## src/rtl/mini_core_p.sv

```systemverilog
// Three-stage (IF/LD/EX) accumulator-free memory-to-memory core with
// multi-cycle multiply, EX->LD operand forwarding and a preloadable imem/dmem.
module mini_core_p #(
  parameter int DW      = 8,
  parameter int AW      = 6,
  parameter int IAW     = 5,
  parameter int MUL_CYC = 4,
  parameter int CW      = 16,
  localparam int IW     = 2 + 3*AW
) (
  input  logic           clk,
  input  logic           rst,
  input  logic           start,
  input  logic           imem_we,
  input  logic [IAW-1:0] imem_addr,
  input  logic [IW-1:0]  imem_wdata,
  input  logic           dmem_we,
  input  logic [AW-1:0]  dmem_addr,
  input  logic [DW-1:0]  dmem_wdata,
  output logic [DW-1:0]  dmem_rdata,
  output logic           busy,
  output logic           halted,
  output logic [CW-1:0]  retired
);
  typedef enum logic [1:0] {OP_ADD = 2'b00, OP_SUB = 2'b01, OP_MUL = 2'b10, OP_HALT = 2'b11} op_e;

  localparam int MCW = (MUL_CYC > 1) ? $clog2(MUL_CYC) : 1;

  logic [IW-1:0] imem [2**IAW];
  logic [DW-1:0] dmem [2**AW];

  logic           busy_q, busy_d, halted_q, halted_d;
  logic [CW-1:0]  retired_q, retired_d;
  logic [IAW-1:0] pc_q, pc_d;
  logic [MCW-1:0] mcnt_q, mcnt_d;
  logic           if_vld_q, if_vld_d, ld_vld_q, ld_vld_d, ex_vld_q, ex_vld_d;
  logic [IW-1:0]  if_ir_q, if_ir_d, ld_ir_q, ld_ir_d;
  op_e            ex_op_q, ex_op_d;
  logic [AW-1:0]  ex_dst_q, ex_dst_d;
  logic [DW-1:0]  ex_a_q, ex_a_d, ex_b_q, ex_b_d;

  logic           freeze, ex_halt, ex_we;
  logic [DW-1:0]  ex_res, op_a, op_b;
  logic [AW-1:0]  ld_s1, ld_s2, ld_d;
  op_e            ld_op;

  assign ld_op = op_e'(ld_ir_q[IW-1 -: 2]);
  assign ld_s1 = ld_ir_q[3*AW-1 -: AW];
  assign ld_s2 = ld_ir_q[2*AW-1 -: AW];
  assign ld_d  = ld_ir_q[AW-1:0];

  // A mul sits in EX until its last cycle; everything upstream holds meanwhile.
  assign freeze  = ex_vld_q && (ex_op_q == OP_MUL) && (mcnt_q != MCW'(MUL_CYC-1));
  assign ex_halt = ex_vld_q && (ex_op_q == OP_HALT);
  assign ex_we   = busy_q && ex_vld_q && (ex_op_q != OP_HALT) && !freeze;

  always_comb begin
    ex_res = ex_a_q + ex_b_q;
    case (ex_op_q)
      OP_SUB:  ex_res = ex_a_q - ex_b_q;
      OP_MUL:  ex_res = ex_a_q * ex_b_q;
      default: ex_res = ex_a_q + ex_b_q;
    endcase
  end

  // The EX write lands on the same edge LD samples dmem, so bypass it.
  assign op_a = (ex_we && ex_dst_q == ld_s1) ? ex_res : dmem[ld_s1];
  assign op_b = (ex_we && ex_dst_q == ld_s2) ? ex_res : dmem[ld_s2];

  always_comb begin
    busy_d    = busy_q;
    halted_d  = halted_q;
    retired_d = retired_q;
    pc_d      = pc_q;
    mcnt_d    = mcnt_q;
    if_vld_d  = if_vld_q;
    if_ir_d   = if_ir_q;
    ld_vld_d  = ld_vld_q;
    ld_ir_d   = ld_ir_q;
    ex_vld_d  = ex_vld_q;
    ex_op_d   = ex_op_q;
    ex_dst_d  = ex_dst_q;
    ex_a_d    = ex_a_q;
    ex_b_d    = ex_b_q;
    if (start && !busy_q) begin
      busy_d    = 1'b1;
      halted_d  = 1'b0;
      retired_d = '0;
      pc_d      = '0;
      mcnt_d    = '0;
      if_vld_d  = 1'b0;
      ld_vld_d  = 1'b0;
      ex_vld_d  = 1'b0;
    end else if (busy_q) begin
      if (ex_we) retired_d = retired_q + CW'(1);
      if (ex_halt) begin
        busy_d   = 1'b0;
        halted_d = 1'b1;
        if_vld_d = 1'b0;
        ld_vld_d = 1'b0;
        ex_vld_d = 1'b0;
      end else if (freeze) begin
        mcnt_d = mcnt_q + MCW'(1);
      end else begin
        mcnt_d   = '0;
        pc_d     = pc_q + IAW'(1);
        if_vld_d = 1'b1;
        if_ir_d  = imem[pc_q];
        ld_vld_d = if_vld_q;
        ld_ir_d  = if_ir_q;
        ex_vld_d = ld_vld_q;
        ex_op_d  = ld_op;
        ex_dst_d = ld_d;
        ex_a_d   = op_a;
        ex_b_d   = op_b;
      end
    end
  end

  always_ff @(posedge clk or negedge rst) begin
    if (!rst) begin
      busy_q    <= 1'b0;
      halted_q  <= 1'b0;
      retired_q <= '0;
      pc_q      <= '0;
      mcnt_q    <= '0;
      if_vld_q  <= 1'b0;
      if_ir_q   <= '0;
      ld_vld_q  <= 1'b0;
      ld_ir_q   <= '0;
      ex_vld_q  <= 1'b0;
      ex_op_q   <= OP_ADD;
      ex_dst_q  <= '0;
      ex_a_q    <= '0;
      ex_b_q    <= '0;
    end else begin
      busy_q    <= busy_d;
      halted_q  <= halted_d;
      retired_q <= retired_d;
      pc_q      <= pc_d;
      mcnt_q    <= mcnt_d;
      if_vld_q  <= if_vld_d;
      if_ir_q   <= if_ir_d;
      ld_vld_q  <= ld_vld_d;
      ld_ir_q   <= ld_ir_d;
      ex_vld_q  <= ex_vld_d;
      ex_op_q   <= ex_op_d;
      ex_dst_q  <= ex_dst_d;
      ex_a_q    <= ex_a_d;
      ex_b_q    <= ex_b_d;
    end
  end

  // Memories are not reset; preload ports are only live while idle.
  always_ff @(posedge clk) begin
    if (!busy_q && imem_we) imem[imem_addr] <= imem_wdata;
    if (ex_we) dmem[ex_dst_q] <= ex_res;
    else if (!busy_q && dmem_we) dmem[dmem_addr] <= dmem_wdata;
  end

  assign dmem_rdata = dmem[dmem_addr];
  assign busy       = busy_q;
  assign halted     = halted_q;
  assign retired    = retired_q;
endmodule

```

## config.mk

```make
export PLATFORM = sky130hd
export DESIGN_NAME = mini_core_p
export DESIGN_NICKNAME = d
export VERILOG_FILES = /design/src/rtl/mini_core_p.sv
export SDC_FILE = /design/constraint.sdc
export NUM_CORES = 2
export LEC_CHECK = 0
export ABC_AREA = 0
export BUFFER_PORTS_ARGS = -buffer_cell sky130_fd_sc_hd__buf_2
export CAP_MARGIN = 25
export CELL_PAD_IN_SITES_DETAIL_PLACEMENT = 0
export CELL_PAD_IN_SITES_GLOBAL_PLACEMENT = 2
export CORE_MARGIN = 2
export CORE_UTILIZATION = 35
export CTS_CLUSTER_DIAMETER = 100
export DETAILED_ROUTE_END_ITERATION = 8
export PLACE_DENSITY_LB_ADDON = 0.05
export SLEW_MARGIN = 20
export SYNTH_ARGS = -nofsm -noshare
export SYNTH_HDL_FRONTEND = slang
export SYNTH_SLANG_ARGS = --single-unit
```

## constraint.sdc

```tcl
create_clock -name clk -period 7.2 [get_ports clk]
set_input_delay 0.72 -clock clk [delete_from_list [all_inputs] [get_ports clk]]
set_output_delay 0.72 -clock clk [all_outputs]
set_load 0.01 [all_outputs]
```

# ---- Word-level counts from Yosys, hierarchy flattened
# Memory sizes are Yosys's and may differ from the RTL's. A register that Yosys moved wholly into a read port is not among the register bits.
# Cells that the tools add are included.
dict set report op_classes {
  n_addsub 5
  n_bitwise 3
  n_mul 1
  shift 0
  eq_ne 8
  magnitude_cmp 0
  muxes 40
  div_mod_pow 0
  n_reduce_logical 24
}
# op n
set op_table {}
lappend op_table {{16-bit two-way mux} 3}
lappend op_table {{1-bit two-way mux} 26}
lappend op_table {{5-bit two-way mux} 4}
lappend op_table {{16-bit by 1-bit adder with 16-bit output (second input constant)} 1}
lappend op_table {{8-bit case mux with 2 select lines} 1}
lappend op_table {{1-bit logical AND} 9}
lappend op_table {{8-bit adder} 1}
lappend op_table {{8-bit by 8-bit multiplier with 8-bit output} 1}
lappend op_table {{2-bit two-way mux} 4}
lappend op_table {{8-bit two-way mux} 1}
lappend op_table {{2-bit AND reduction} 4}
lappend op_table {{8-bit OR reduction} 1}
lappend op_table {{8-bit subtractor} 1}
lappend op_table {{6-bit two-way mux} 1}
lappend op_table {{2-bit nonzero test} 3}
lappend op_table {{5-bit by 1-bit adder with 5-bit output (second input constant)} 1}
lappend op_table {{1-bit zero test} 5}
lappend op_table {{2-bit == test (second input constant)} 2}
lappend op_table {{2-bit by 1-bit inequality test with 1-bit output (second input constant)} 2}
lappend op_table {{2-bit inequality test (second input constant)} 2}
lappend op_table {{4-bit AND reduction} 1}
lappend op_table {{3-bit by 1-bit inequality test with 1-bit output (second input constant)} 1}
lappend op_table {{1-bit inverter} 3}
lappend op_table {{3-bit AND reduction} 1}
lappend op_table {{2 further kinds} 2}
dict set report word_totals {
  mem_count 2
  ram_bits 1152
  romBits 0
  latchBits 0
  output_inout_bits 26
  register_bits 56
  input_bits 44
}
# memory depth word_bits rd rd_ports_with_merged_regs wr line_no
set memory_table {}
lappend memory_table {imem 32 20 1 1 1 29} ;# logic [IW-1:0] imem [2**IAW];
lappend memory_table {dmem 64 8 3 2 1 30} ;# logic [DW-1:0] dmem [2**AW];

# ---- Logic depth before layout (Yosys ltp)
dict set report logic_depth {
  depth_word 9
  ltp_mapped 19
}

# ---- Worst setup path before layout
# Ideal clock, no wire load.
dict set report synth_timing {
  path_type {register to register}
  start {register ex_b_q[2], read port of dmem}
  end {memory dmem[0][7] (data pin)}
  path_slack_ns 1.281
  arrival_time_ns 5.381
  setup_time_ns 0.538
  stages_incl_launch_ff 15
  cell_sequence {dfrtp_1 clkbuf_1 nand2_1 fa_1 fa_1 inv_1 fa_1 inv_1 fa_1 xor2_1 xnor3_1 xnor3_1 xnor3_1 o21ai_0 o21ai_1}
}
dict set report synth_between {
  elab_chain_len 3
  elab_cells_between_ends 5
}
# item line_no
set synth_rtl {}
lappend synth_rtl {{start, declared} 40} ;# logic [DW-1:0] ex_a_q, ex_a_d, ex_b_q, ex_b_d;
lappend synth_rtl {{8-bit by 8-bit multiplier with 8-bit output, or another cell as far along} 61} ;# OP_MUL: ex_res = ex_a_q * ex_b_q;
lappend synth_rtl {{8-bit case mux with 2 select lines *} 59} ;# case (ex_op_q)
lappend synth_rtl {{8-bit two-way mux (no source line) *} --}
lappend synth_rtl {{end, declared} 30}
# Every way passes the cells marked *; elsewhere a longest branch is shown, timed or not.

# ---- Worst setup path after layout
dict set report layout_timing {
  start {register ex_b_q[2], read port of dmem}
  end {memory dmem[38][7] (data pin)}
}
# The elaborated chain is that of the path after synthesis.

==> results.cfg <==
[status]
status = finished clean

[logic_synthesis]
ys_warn_count = 0
yosys.area.top_type = edfxtp_1
netlist_area_um2 = 57600
seq_area_frac_synth = 0.640
async_flop_share = 0.0740
synth.most_common_cell = edfxtp_1
syn-num-nets = 2982
synth_ff_type = edfxtp_1
yosysUniqueCellTypes = 61
synth_edf_count = 1152
syn_area_per_cell_um2 = 19.9
yosysTopAreaCellShare = 0.600
synthTopCellsByCount = 1152 x edfxtp_1, 672 x mux4_2, 175 x nand2_1
syn_inst = 2897
ys_seq_elements = 1244
synth_area_leaders = edfxtp_1 60%, mux4_2 26%, dfrtp_1 4.0%, nand2_1 1.1%, nor2_1 0.98%

[sta]
slew_violations = 0
rsz0062_at_grt = no
tightest_slew_ns = 1.03
period_share = 0.746
fin_skew_ns = 0.0301
hold_violations = 0
hold_slack_ns = 0.279
setup_tns_ns = 0
relSlewSlack = 0.314
min_period_ns = 5.37
setup_viol = 0
fmax_mhz = 186
finalWorstSetupSlack_ns = 1.83

[cts]
clkSinkCount = 1244
clkTransAtPathRegs_ns = 0.06
cts_buffers = 148
clk_latency_ns = 0.76
cts_tree = done
cts_root_buffer = clkbuf_16
cts.htree.levels = 4
cts_buffer_depth = 3

[grt]
met1_usage = 0.320
overflow = 0
grt_use_total = 0.221
grt.busiest_layer = met2
grt_util_met3 = 0.0369
grt_max_degree = 89
grt_pass1_wl_mm = 259
grt_util_met2 = 0.351
grt_pass1_vias = 32300
antenna_found_initial = 11

[die]
core.rowCount = 148
dieArea_um2 = 168000
start_util = 0.353
die_height_um = 410
core_um2 = 163000
ios = 70
die_w_um = 410

[flow_run]
maxCapViolCount = 0

[detailed_routing]
drc = 0
wl_per_cell_um = 34.4
routed_wl_mm = 184
drt_iter0_drc = 2936
drtPass1Iterations = 5
vias = 30900
vias_per_cell = 5.77
ant_nets = 0

[setup_path]
crit_top_cell = fa_1
start_kind = register
crit_required_ns = 7.75
setup.worst_path.end_class = register
slowest_delay_ns = 0.83
cp_cell_sequence = nand2_1 > fa_1 > fa_1 > inv_1 > fa_1 > inv_1 > fa_1 > xor2_1 > xnor3_1 > xnor3_1 > xnor3_1 > o21ai_0 > o21ai_4 > buf_4
critPathMaxFanout = 35
arrival_ns = 5.92
cp.buffers_inverters = 3
cp_top_family = adder cells
critPathKind = reg -> reg
crit_slowest_cell = o21ai_4

[power]
ir_drop_mv = 1.27
power.density_nw_per_um2 = 454
power_leakage_uw = 0.0210

[cells_and_area]
drive_gt1_frac = 0.363
final_util = 0.406
layout.nets = 3137
area_growth_pct = 14.9
fin_area_um2 = 66200

[placement]
place_hpwl_mm = 115
place.port_buffers = 69
pre_cts_ws_ns = 1.83
place_area_um2 = 61500
place_congestion = 0.816

[hold_path]
hp-class = in -> reg
where the power goes:
group	total (uW)	internal, uW	switching, uW
sequential	11300	10600	723
combinational	11600	4240	7310
clock	7160	4060	3110
total	30000	18900	11100
worst min-delay path: stages:
cell	delay [ns]
buf_2	0.10
nand2b_1	0.10
nand2_1	0.08
layout by cell type (no fill, tap or decap), types with 6 or more instances in the layout:
master,count
buf_2,65
dfrtp_4,7
or3_1,8
dfrtp_2,6
clkinv_2,19
a31oi_1,10
nor3_1,12
nor2_1,109
mux2i_1,29
nor2_2,9
inv_1,39
clkinvlp_4,6
clkinv_1,31
mux4_2,672
o21ai_0,47
a221oi_1,6
ha_1,28
dfrtp_1,79
and2_1,22
fa_1,13
a21oi_1,30
nand2b_1,11
nand2_1,175
buf_4,113
buf_16,6
edfxtp_1,1152
buf_12,20
nand3_1,17
nor2_4,33
xnor2_1,31
clkinv_16,7
o21ai_1,6
xor2_1,17
clkbuf_1,49
a22o_1,9
clkbuf_16,148
nand4_1,8
nor2b_1,14
a22oi_1,29
worst paths after layout:
kind	cells after the start	start	endpoint	slack, ns
worst max-delay path	14	ex_b_q[2]$_DFFE_PN0P_	dmem[38][7]$_DFFE_PP_	1.83
worst min-delay path	3	start	busy$_DFF_PN0_	0.28
worst max register to register	14	ex_b_q[2]$_DFFE_PN0P_	dmem[38][7]$_DFFE_PP_	1.83
worst min register to register	2	if_ir_q[14]$_DFFE_PN0P_	ld_ir_q[14]$_DFFE_PN0P_	0.47
max in group asynchronous	3	rst	ld_ir_q[12]$_DFFE_PN0P_	5.40
min in group asynchronous	2	rst	retired[0]$_DFFE_PN0P_	0.48
area by class of cell:
type                            instances  area, um2
Antenna cell                            3       7.51
Fill cell                           14400      96900
Multi-Input combinational cell       1401      19900
Sequential cell                      1244      36900
Timing Repair Buffer                  211       1820
Tap cell                             2175       2720
Clock buffer                          200       3930
Inverter                               46        176
Clock inverter                         72        719
cells by family after synthesis:
group           after synthesis  synth area share
compound gates              166            0.0184
mux                         707             0.270
buf+inv                     252            0.0197
simple gates                436            0.0329
xor+xnor                     51           0.00847
fa+ha+maj                    41            0.0106
flops                      1244             0.640
sequential cells by signal, indices dropped and copies added, names as in the netlist, 2 cells and up:
name,count
imem,640
dmem,512
if_ir_q,20
ld_ir_q,20
retired,16
ex_a_q,8
ex_b_q,8
ex_dst_q,6
pc_q,5
ex_op_q,2
mcnt_q,2
metal layers:
metal,vias up,part of all wire
met5,-,0.000071
met4,2,0.020
met3,218,0.052
met2,937,0.48
met1,17200,0.45
li1,12500,-
per-stage QoR:
| step | total power [uW] | std cells |
|---|---|---|
| 6_report | 30000 | 5352 |
| 5_1_grt | 31500 | 5349 |
| 4_1_cts | 30400 | 5349 |
| 3_5_place_dp | 23200 | 5076 |
| 3_3_place_gp | 23000 | 5052 |
| 2_1_floorplan | 18300 | 2897 |
repair_timing:
item / 4_1_cts / 5_1_grt
buffers inserted: 0 / 0
hold endpoints to repair: 36 / 0
resized for setup: 0 / 0
hold buffers: 1 / 0
Note: power is estimated with default switching activity, not from simulation.
